[config.mk]
export PLATFORM = sky130hd
export DESIGN_NAME = fft_stage_sequencer_flat
export DESIGN_NICKNAME = d
export VERILOG_FILES = /design/src/rtl/fft_stage_sequencer_if.sv /design/src/rtl/fft_stage_sequencer.sv /design/src/flat_wrapper.sv
export SDC_FILE = /design/constraint.sdc
export NUM_CORES = 1
export LEC_CHECK = 0
export ABC_AREA = 1
export CAP_MARGIN = 10
export CORE_UTILIZATION = 50
export DETAILED_ROUTE_END_ITERATION = 7
export PLACE_DENSITY = 0.72
export RECOVER_POWER = 100
export SETUP_SLACK_MARGIN = 0.15
export SYNTH_ARGS = -nofsm -noshare
export SYNTH_HDL_FRONTEND = slang
export SYNTH_SLANG_ARGS = --single-unit
[constraint.sdc]
create_clock -name i_clk -period 3.3 [get_ports i_clk]
set_clock_uncertainty 0.15 [all_clocks]
set_input_delay 0.66 -clock i_clk [delete_from_list [all_inputs] [get_ports i_clk]]
set_output_delay 0.66 -clock i_clk [all_outputs]
set_load 0.005 [all_outputs]
[src/rtl/fft_stage_sequencer_if.sv]
// Sequencer <-> bridge/RAM/butterfly signal bundle.
// master = sequencer side (drives o_*), slave = surrounding datapath (drives i_*).
interface fft_stage_sequencer_if #(
    parameter int AW = 12
);
    logic          i_start;
    logic [AW-1:0] i_SAMPLES_NUMBER;
    logic          i_hold;
    logic          o_rd_en;
    logic [AW-1:0] o_rd_addr_a;
    logic [AW-1:0] o_rd_addr_b;
    logic          o_bf_valid;
    logic [AW-1:0] o_tw_index;
    logic          o_wr_en;
    logic [AW-1:0] o_wr_addr_a;
    logic [AW-1:0] o_wr_addr_b;
    logic [3:0]    o_stage;
    logic          o_busy;
    logic          o_CALC_END;
    logic          o_err;

    modport master (
        input  i_start, i_SAMPLES_NUMBER, i_hold,
        output o_rd_en, o_rd_addr_a, o_rd_addr_b, o_bf_valid, o_tw_index,
               o_wr_en, o_wr_addr_a, o_wr_addr_b, o_stage, o_busy, o_CALC_END, o_err
    );

    modport slave (
        output i_start, i_SAMPLES_NUMBER, i_hold,
        input  o_rd_en, o_rd_addr_a, o_rd_addr_b, o_bf_valid, o_tw_index,
               o_wr_en, o_wr_addr_a, o_wr_addr_b, o_stage, o_busy, o_CALC_END, o_err
    );
endinterface

[src/rtl/fft_stage_sequencer.sv]
// In-place radix-2 DIT FFT stage scheduler: reads pair k combinationally, writes it back 1+BF_LATENCY cycles later.
// i_hold stalls issue only; the write-back pipe keeps draining, preserving hold gaps.
module fft_stage_sequencer #(
    parameter int ADDR_WIDTH = 12,
    parameter int BF_LATENCY = 4
) (
    input  logic                  i_clk,
    input  logic                  i_rstn,
    fft_stage_sequencer_if.master bus
);
    localparam int AW   = ADDR_WIDTH;
    localparam int PIPE = 1 + BF_LATENCY;
    localparam int CW   = $clog2(PIPE + 1);
    localparam logic [AW-1:0] MAX_N = AW'(1) << (AW - 1);

    localparam logic [1:0] ST_IDLE  = 2'd0;
    localparam logic [1:0] ST_ISSUE = 2'd1;
    localparam logic [1:0] ST_DRAIN = 2'd2;
    localparam logic [1:0] ST_DONE  = 2'd3;

    logic [1:0]    state;
    logic [AW-1:0] half_n;
    logic [3:0]    l_reg;
    logic [3:0]    stage;
    logic [AW-1:0] k;
    logic [CW-1:0] drain_cnt;
    logic          err_q;

    logic [AW-1:0] n_in;
    logic          n_valid;
    logic [3:0]    l_in;
    logic          can_start;
    logic          issue;
    logic          last_pair;
    logic [AW-1:0] span, pos, grp, addr_a, addr_b, tw;

    logic [PIPE-1:0] v_sr;
    logic [AW-1:0]   a_sr [PIPE];
    logic [AW-1:0]   b_sr [PIPE];
    logic [AW-1:0]   tw_q;

    assign n_in      = bus.i_SAMPLES_NUMBER;
    assign n_valid   = (n_in >= AW'(2)) && (n_in <= MAX_N) && ((n_in & (n_in - AW'(1))) == '0);
    assign can_start = (state == ST_IDLE) || (state == ST_DONE);
    assign issue     = (state == ST_ISSUE) && !bus.i_hold;
    assign last_pair = (k == half_n - AW'(1));

    always_comb begin
        l_in = 4'd0;
        for (int i = 0; i < AW; i++) begin
            if (n_in[i]) l_in = 4'(i);
        end
    end

    // Butterfly pair k of stage s: insert a zero at bit s of k to get a, set it to get b.
    always_comb begin
        span   = AW'(1) << stage;
        pos    = k & (span - AW'(1));
        grp    = k >> stage;
        addr_a = (grp << (stage + 4'd1)) | pos;
        addr_b = addr_a | span;
        tw     = pos << (l_reg - 4'd1 - stage);
    end

    always_ff @(posedge i_clk or negedge i_rstn) begin
        if (!i_rstn) begin
            state     <= ST_IDLE;
            half_n    <= '0;
            l_reg     <= '0;
            stage     <= '0;
            k         <= '0;
            drain_cnt <= '0;
            err_q     <= 1'b0;
        end else begin
            err_q <= bus.i_start && can_start && !n_valid;
            case (state)
                ST_IDLE, ST_DONE: begin
                    if (bus.i_start && n_valid) begin
                        half_n <= n_in >> 1;
                        l_reg  <= l_in;
                        stage  <= '0;
                        k      <= '0;
                        state  <= ST_ISSUE;
                    end
                end
                ST_ISSUE: begin
                    if (issue) begin
                        if (last_pair) begin
                            drain_cnt <= '0;
                            state     <= ST_DRAIN;
                        end else begin
                            k <= k + AW'(1);
                        end
                    end
                end
                ST_DRAIN: begin
                    // Leave only after the stage's final write-back cycle.
                    if (drain_cnt == CW'(PIPE - 1)) begin
                        if (stage == l_reg - 4'd1) begin
                            state <= ST_DONE;
                        end else begin
                            stage <= stage + 4'd1;
                            k     <= '0;
                            state <= ST_ISSUE;
                        end
                    end else begin
                        drain_cnt <= drain_cnt + CW'(1);
                    end
                end
                default: state <= ST_IDLE;
            endcase
        end
    end

    always_ff @(posedge i_clk or negedge i_rstn) begin
        if (!i_rstn) begin
            v_sr <= '0;
            tw_q <= '0;
            for (int i = 0; i < PIPE; i++) begin
                a_sr[i] <= '0;
                b_sr[i] <= '0;
            end
        end else begin
            v_sr    <= {v_sr[PIPE-2:0], issue};
            tw_q    <= issue ? tw : '0;
            a_sr[0] <= bus.o_rd_addr_a;
            b_sr[0] <= bus.o_rd_addr_b;
            for (int i = 1; i < PIPE; i++) begin
                a_sr[i] <= a_sr[i-1];
                b_sr[i] <= b_sr[i-1];
            end
        end
    end

    assign bus.o_rd_en     = issue;
    assign bus.o_rd_addr_a = issue ? addr_a : '0;
    assign bus.o_rd_addr_b = issue ? addr_b : '0;
    assign bus.o_bf_valid  = v_sr[0];
    assign bus.o_tw_index  = tw_q;
    assign bus.o_wr_en     = v_sr[PIPE-1];
    assign bus.o_wr_addr_a = a_sr[PIPE-1];
    assign bus.o_wr_addr_b = b_sr[PIPE-1];
    assign bus.o_stage     = stage;
    assign bus.o_busy      = (state == ST_ISSUE) || (state == ST_DRAIN);
    assign bus.o_CALC_END  = (state == ST_DONE);
    assign bus.o_err       = err_q;
endmodule

[src/flat_wrapper.sv]
// flat-port wrapper written by rule: the top's interface ports become plain ports
module fft_stage_sequencer_flat 
#(
    parameter int ADDR_WIDTH = 12,
    parameter int BF_LATENCY = 4
)
  (i_clk, i_rstn, bus_i_start, bus_i_SAMPLES_NUMBER, bus_i_hold, bus_o_rd_en, bus_o_rd_addr_a, bus_o_rd_addr_b, bus_o_bf_valid, bus_o_tw_index, bus_o_wr_en, bus_o_wr_addr_a, bus_o_wr_addr_b, bus_o_stage, bus_o_busy, bus_o_CALC_END, bus_o_err);
  fft_stage_sequencer_if #(.AW(12)) bus_i ();
  input  logic i_clk;
  input  logic i_rstn;
  input wire logic [$bits(bus_i.i_start)-1:0] bus_i_start;
  input wire logic [$bits(bus_i.i_SAMPLES_NUMBER)-1:0] bus_i_SAMPLES_NUMBER;
  input wire logic [$bits(bus_i.i_hold)-1:0] bus_i_hold;
  output wire logic [$bits(bus_i.o_rd_en)-1:0] bus_o_rd_en;
  output wire logic [$bits(bus_i.o_rd_addr_a)-1:0] bus_o_rd_addr_a;
  output wire logic [$bits(bus_i.o_rd_addr_b)-1:0] bus_o_rd_addr_b;
  output wire logic [$bits(bus_i.o_bf_valid)-1:0] bus_o_bf_valid;
  output wire logic [$bits(bus_i.o_tw_index)-1:0] bus_o_tw_index;
  output wire logic [$bits(bus_i.o_wr_en)-1:0] bus_o_wr_en;
  output wire logic [$bits(bus_i.o_wr_addr_a)-1:0] bus_o_wr_addr_a;
  output wire logic [$bits(bus_i.o_wr_addr_b)-1:0] bus_o_wr_addr_b;
  output wire logic [$bits(bus_i.o_stage)-1:0] bus_o_stage;
  output wire logic [$bits(bus_i.o_busy)-1:0] bus_o_busy;
  output wire logic [$bits(bus_i.o_CALC_END)-1:0] bus_o_CALC_END;
  output wire logic [$bits(bus_i.o_err)-1:0] bus_o_err;
  assign bus_i.i_start = bus_i_start;
  assign bus_i.i_SAMPLES_NUMBER = bus_i_SAMPLES_NUMBER;
  assign bus_i.i_hold = bus_i_hold;
  assign bus_o_rd_en = bus_i.o_rd_en;
  assign bus_o_rd_addr_a = bus_i.o_rd_addr_a;
  assign bus_o_rd_addr_b = bus_i.o_rd_addr_b;
  assign bus_o_bf_valid = bus_i.o_bf_valid;
  assign bus_o_tw_index = bus_i.o_tw_index;
  assign bus_o_wr_en = bus_i.o_wr_en;
  assign bus_o_wr_addr_a = bus_i.o_wr_addr_a;
  assign bus_o_wr_addr_b = bus_i.o_wr_addr_b;
  assign bus_o_stage = bus_i.o_stage;
  assign bus_o_busy = bus_i.o_busy;
  assign bus_o_CALC_END = bus_i.o_CALC_END;
  assign bus_o_err = bus_i.o_err;
  fft_stage_sequencer #(.ADDR_WIDTH(ADDR_WIDTH), .BF_LATENCY(BF_LATENCY)) u_core (.i_clk(i_clk), .i_rstn(i_rstn), .bus(bus_i));
endmodule
==> results.json <==
{
  "leakagePower_nw": 6.137,
  "coreArea_mm2": 0.01652,
  "dieArea_mm2": 0.01737,
  "synth_edf_count": 0,
  "synth.area.top_cells": "dfrtp_1 (52%), nand2_1 (12%), nand3_1 (8.0%), inv_1 (3.6%), nor2_1 (3.6%)",
  "crit_arrival_ns": 2.58,
  "clkTransAtPathRegs_ns": 0.08,
  "r2r_start": "u_core.bus.o_stage[0]",
  "synth_most_common_cell": "nand2_1",
  "hold_depth": 0,
  "boundaryPins": 86,
  "cts_tree": "done",
  "dp_slack_ns": -0.1293,
  "grt.met1_usage_pct": 31.57,
  "hold_start": "u_core.a_sr[52]",
  "use_met2_pct": 47.06,
  "place_hpwl_mm": 16.07,
  "synthTopCellsByCount": "nand2_1 (277), dfrtp_1 (174), nand3_1 (134)",
  "syn_area_mm2": 0.008426,
  "finalInstanceArea_mm2": 0.01195,
  "gp_congestion": 0.9849,
  "rsz0062_at_grt": "true",
  "p_per_area_mw_per_mm2": 443.1,
  "drc": 0,
  "setup_viol": 15,
  "yosysTopAreaCellShare_pct": 51.68,
  "rows": 47,
  "reg.largest.list": "u_core.a_sr (48), u_core.b_sr (48)",
  "fillCellCount": 1144,
  "cp_max_fo": 5,
  "seq_area_frac_synth_pct": 51.68,
  "viasPerCell": 5.412,
  "setup_tns_ns": -0.6716,
  "grt-ovfl-total": 0,
  "synth_fp_nets": 1033,
  "hold_path_class": "register to register",
  "synth.avg_cell_area_um2": 8.451,
  "period_minus_slack_ns": 3.391,
  "peakVddDrop_v": 0.0003478,
  "antenna_found_initial": 0,
  "dr_total_vias": 7761,
  "wire_per_inst_um": 16.70,
  "clkLatencyLatePin_ns": 0.44,
  "total_power_w": 0.005292,
  "grt_busiest_layer": "met2",
  "placed_cell_area_mm2": 0.009958,
  "violations": "max-capacitance violations, max-slew violations, negative setup slack",
  "startpoint": "u_core.bus.o_stage[0]",
  "cp.required_ns": 2.49,
  "routed_wl_mm": 23.94,
  "first_pass_iters": 5,
  "die_width_um": 131.8,
  "yosys.area.top_type": "dfrtp_1",
  "rr_endpoint": "u_core.bus.o_tw_index[11]",
  "numClockSinks": 174,
  "maxCapViolCount": 1,
  "worst_pin_slew_ns": 1.717,
  "finalCoreUtilization_pct": 72.29,
  "final_max_slew_viol_count": 75,
  "met3_usage_pct": 4.268,
  "area_delta_synth_final_pct": 41.77,
  "grt_max_degree": 76,
  "start_util_pct": 50.99,
  "cp-endpoint": "bus_o_rd_addr_b[8]",
  "drt_iter0_drc": 469,
  "fin_crit_sh_pct": 102.8,
  "diodes": 0,
  "worstSetupPathType": "register to primary output",
  "worstSetupEndpointType": "primary output",
  "cts_buffers": 17,
  "ys_warn_count": 0,
  "reg2regPathDepth": 25,
  "syn_inst": 997,
  "synth-seq-cells": 174,
  "drive_gt1_share_pct": 31.96,
  "grt_use_total_pct": 27.38,
  "synthFlopType": "dfrtp_1",
  "io_buffers": 85,
  "setup_ws_ns": -0.09119,
  "cts.htree.levels": 4,
  "fmax_mhz": 294.9,
  "critPathLaunchType": "register",
  "hold_violations": 0,
  "r2r_setup_slack_ns": -0.03,
  "async_flop_share_pct": 100.0,
  "grt_pass1_vias": 7629,
  "slew_headroom_pct": -14.48,
  "grt_pass1_wl_mm": 36.99,
  "die_h_um": 131.8,
  "status": "complete, but fails checks",
  "clk_path_buf_depth": 2,
  "cts-root-buf": "clkbuf_16",
  "netlist-cell-type-count": 42,
  "drtAntennaViolNets": 0,
  "fin_nets": 1237
}
-- through the flow --
step           instances  hold WS, ns
2_1_floorplan        997       0.1812
5_1_grt             1434       0.1972
3_5_place_dp        1338       0.1847
3_3_place_gp        1338       0.1811
4_1_cts             1420      0.09352
6_report            1434       0.1946
-- layer usage --
metal  wire, µm  up-vias
li1           -     3621
met1       9277     3698
met2      12120      336
met3       1193      106
met4       1347        0
met5          0        -
-- worst max-delay path, cell delays in order, from the launching register on --
cell	delay [ns]
dfrtp_2	0.48
clkinv_4	0.14
ha_4	0.20
nand2_4	0.09
ha_4	0.16
nand2_4	0.07
nor2_4	0.16
buf_6	0.12
nand2_1	0.07
nand2_2	0.09
a21oi_4	0.07
a21oi_4	0.13
nand2_2	0.10
nand2_2	0.09
nand2_2	0.05
buf_2	0.12
-- worst min path at each step --
stage / end / slack, ns
2_1_floorplan: u_core.a_sr[12] / 0.18
3_3_place_gp: u_core.a_sr[22] / 0.18
3_5_place_dp: u_core.a_sr[24] / 0.18
4_1_cts: u_core.b_sr[13] / 0.09
5_1_grt: u_core.b_sr[14] / 0.20
6_report: u_core.a_sr[40] / 0.19
-- cell type report --
cell class / count / area [µm²] / area share (%)
clock inverters: 15 / 190.2 / 1.592
multi-input cells: 676 / 4240 / 35.50
flip-flops and latches: 174 / 4358 / 36.48
clock buffers: 17 / 425.4 / 3.561
well taps: 220 / 275.3 / 2.304
inverters: 85 / 327.8 / 2.744
repair buffers: 247 / 2128 / 17.82
-- cell usage in the layout (no fill, tap or decap), types with 4 or more instances in the layout --
cell	synthesis	final
nand2_1	277	229
dfrtp_1	174	171
buf_4	28	122
nand3_1	134	79
inv_1	81	73
nor2_1	80	69
clkdlybuf4s50_1	0	60
nand3_2	1	43
nand2_2	1	35
buf_6	2	35
o21ai_0	37	28
nand4_1	27	27
buf_2	14	24
xor2_1	21	21
clkbuf_16	0	17
nand3_4	0	13
a21oi_1	23	12
nand2_4	0	12
ha_1	19	12
nor2_2	3	10
xnor2_1	9	9
inv_2	3	9
nor2_4	4	8
a21oi_2	0	7
o211ai_1	7	7
ha_4	0	7
clkinv_8	0	7
nand3b_1	6	6
nor3_1	6	6
o21ai_1	2	6
a21oi_4	1	5
o21ai_2	0	4
-- cell families after synthesis --
group	after synthesis	synth area share, %
compound gates	81	5.435
xor+xnor	32	3.505
fa+ha+maj	20	3.059
buf+inv	147	8.182
flops	174	51.68
simple gates	543	28.14
-- power breakdown --
part	leakage (nW)	switching, W	internal [W]
clock network	0.293	0.000998	0.00103
logic	3.49	0.000497	0.000393
registers	2.35	0.0000819	0.00229
-- timing repair --
action	CTS	global route
hold buffers	0	0
endpoints found under the setup margin	24	26
pin swaps	74	60
resized for setup	264	77
cloned	1	0
endpoints found under the hold margin	0	0
buffers inserted	49	14
Note: power is estimated with default switching activity, not from simulation.
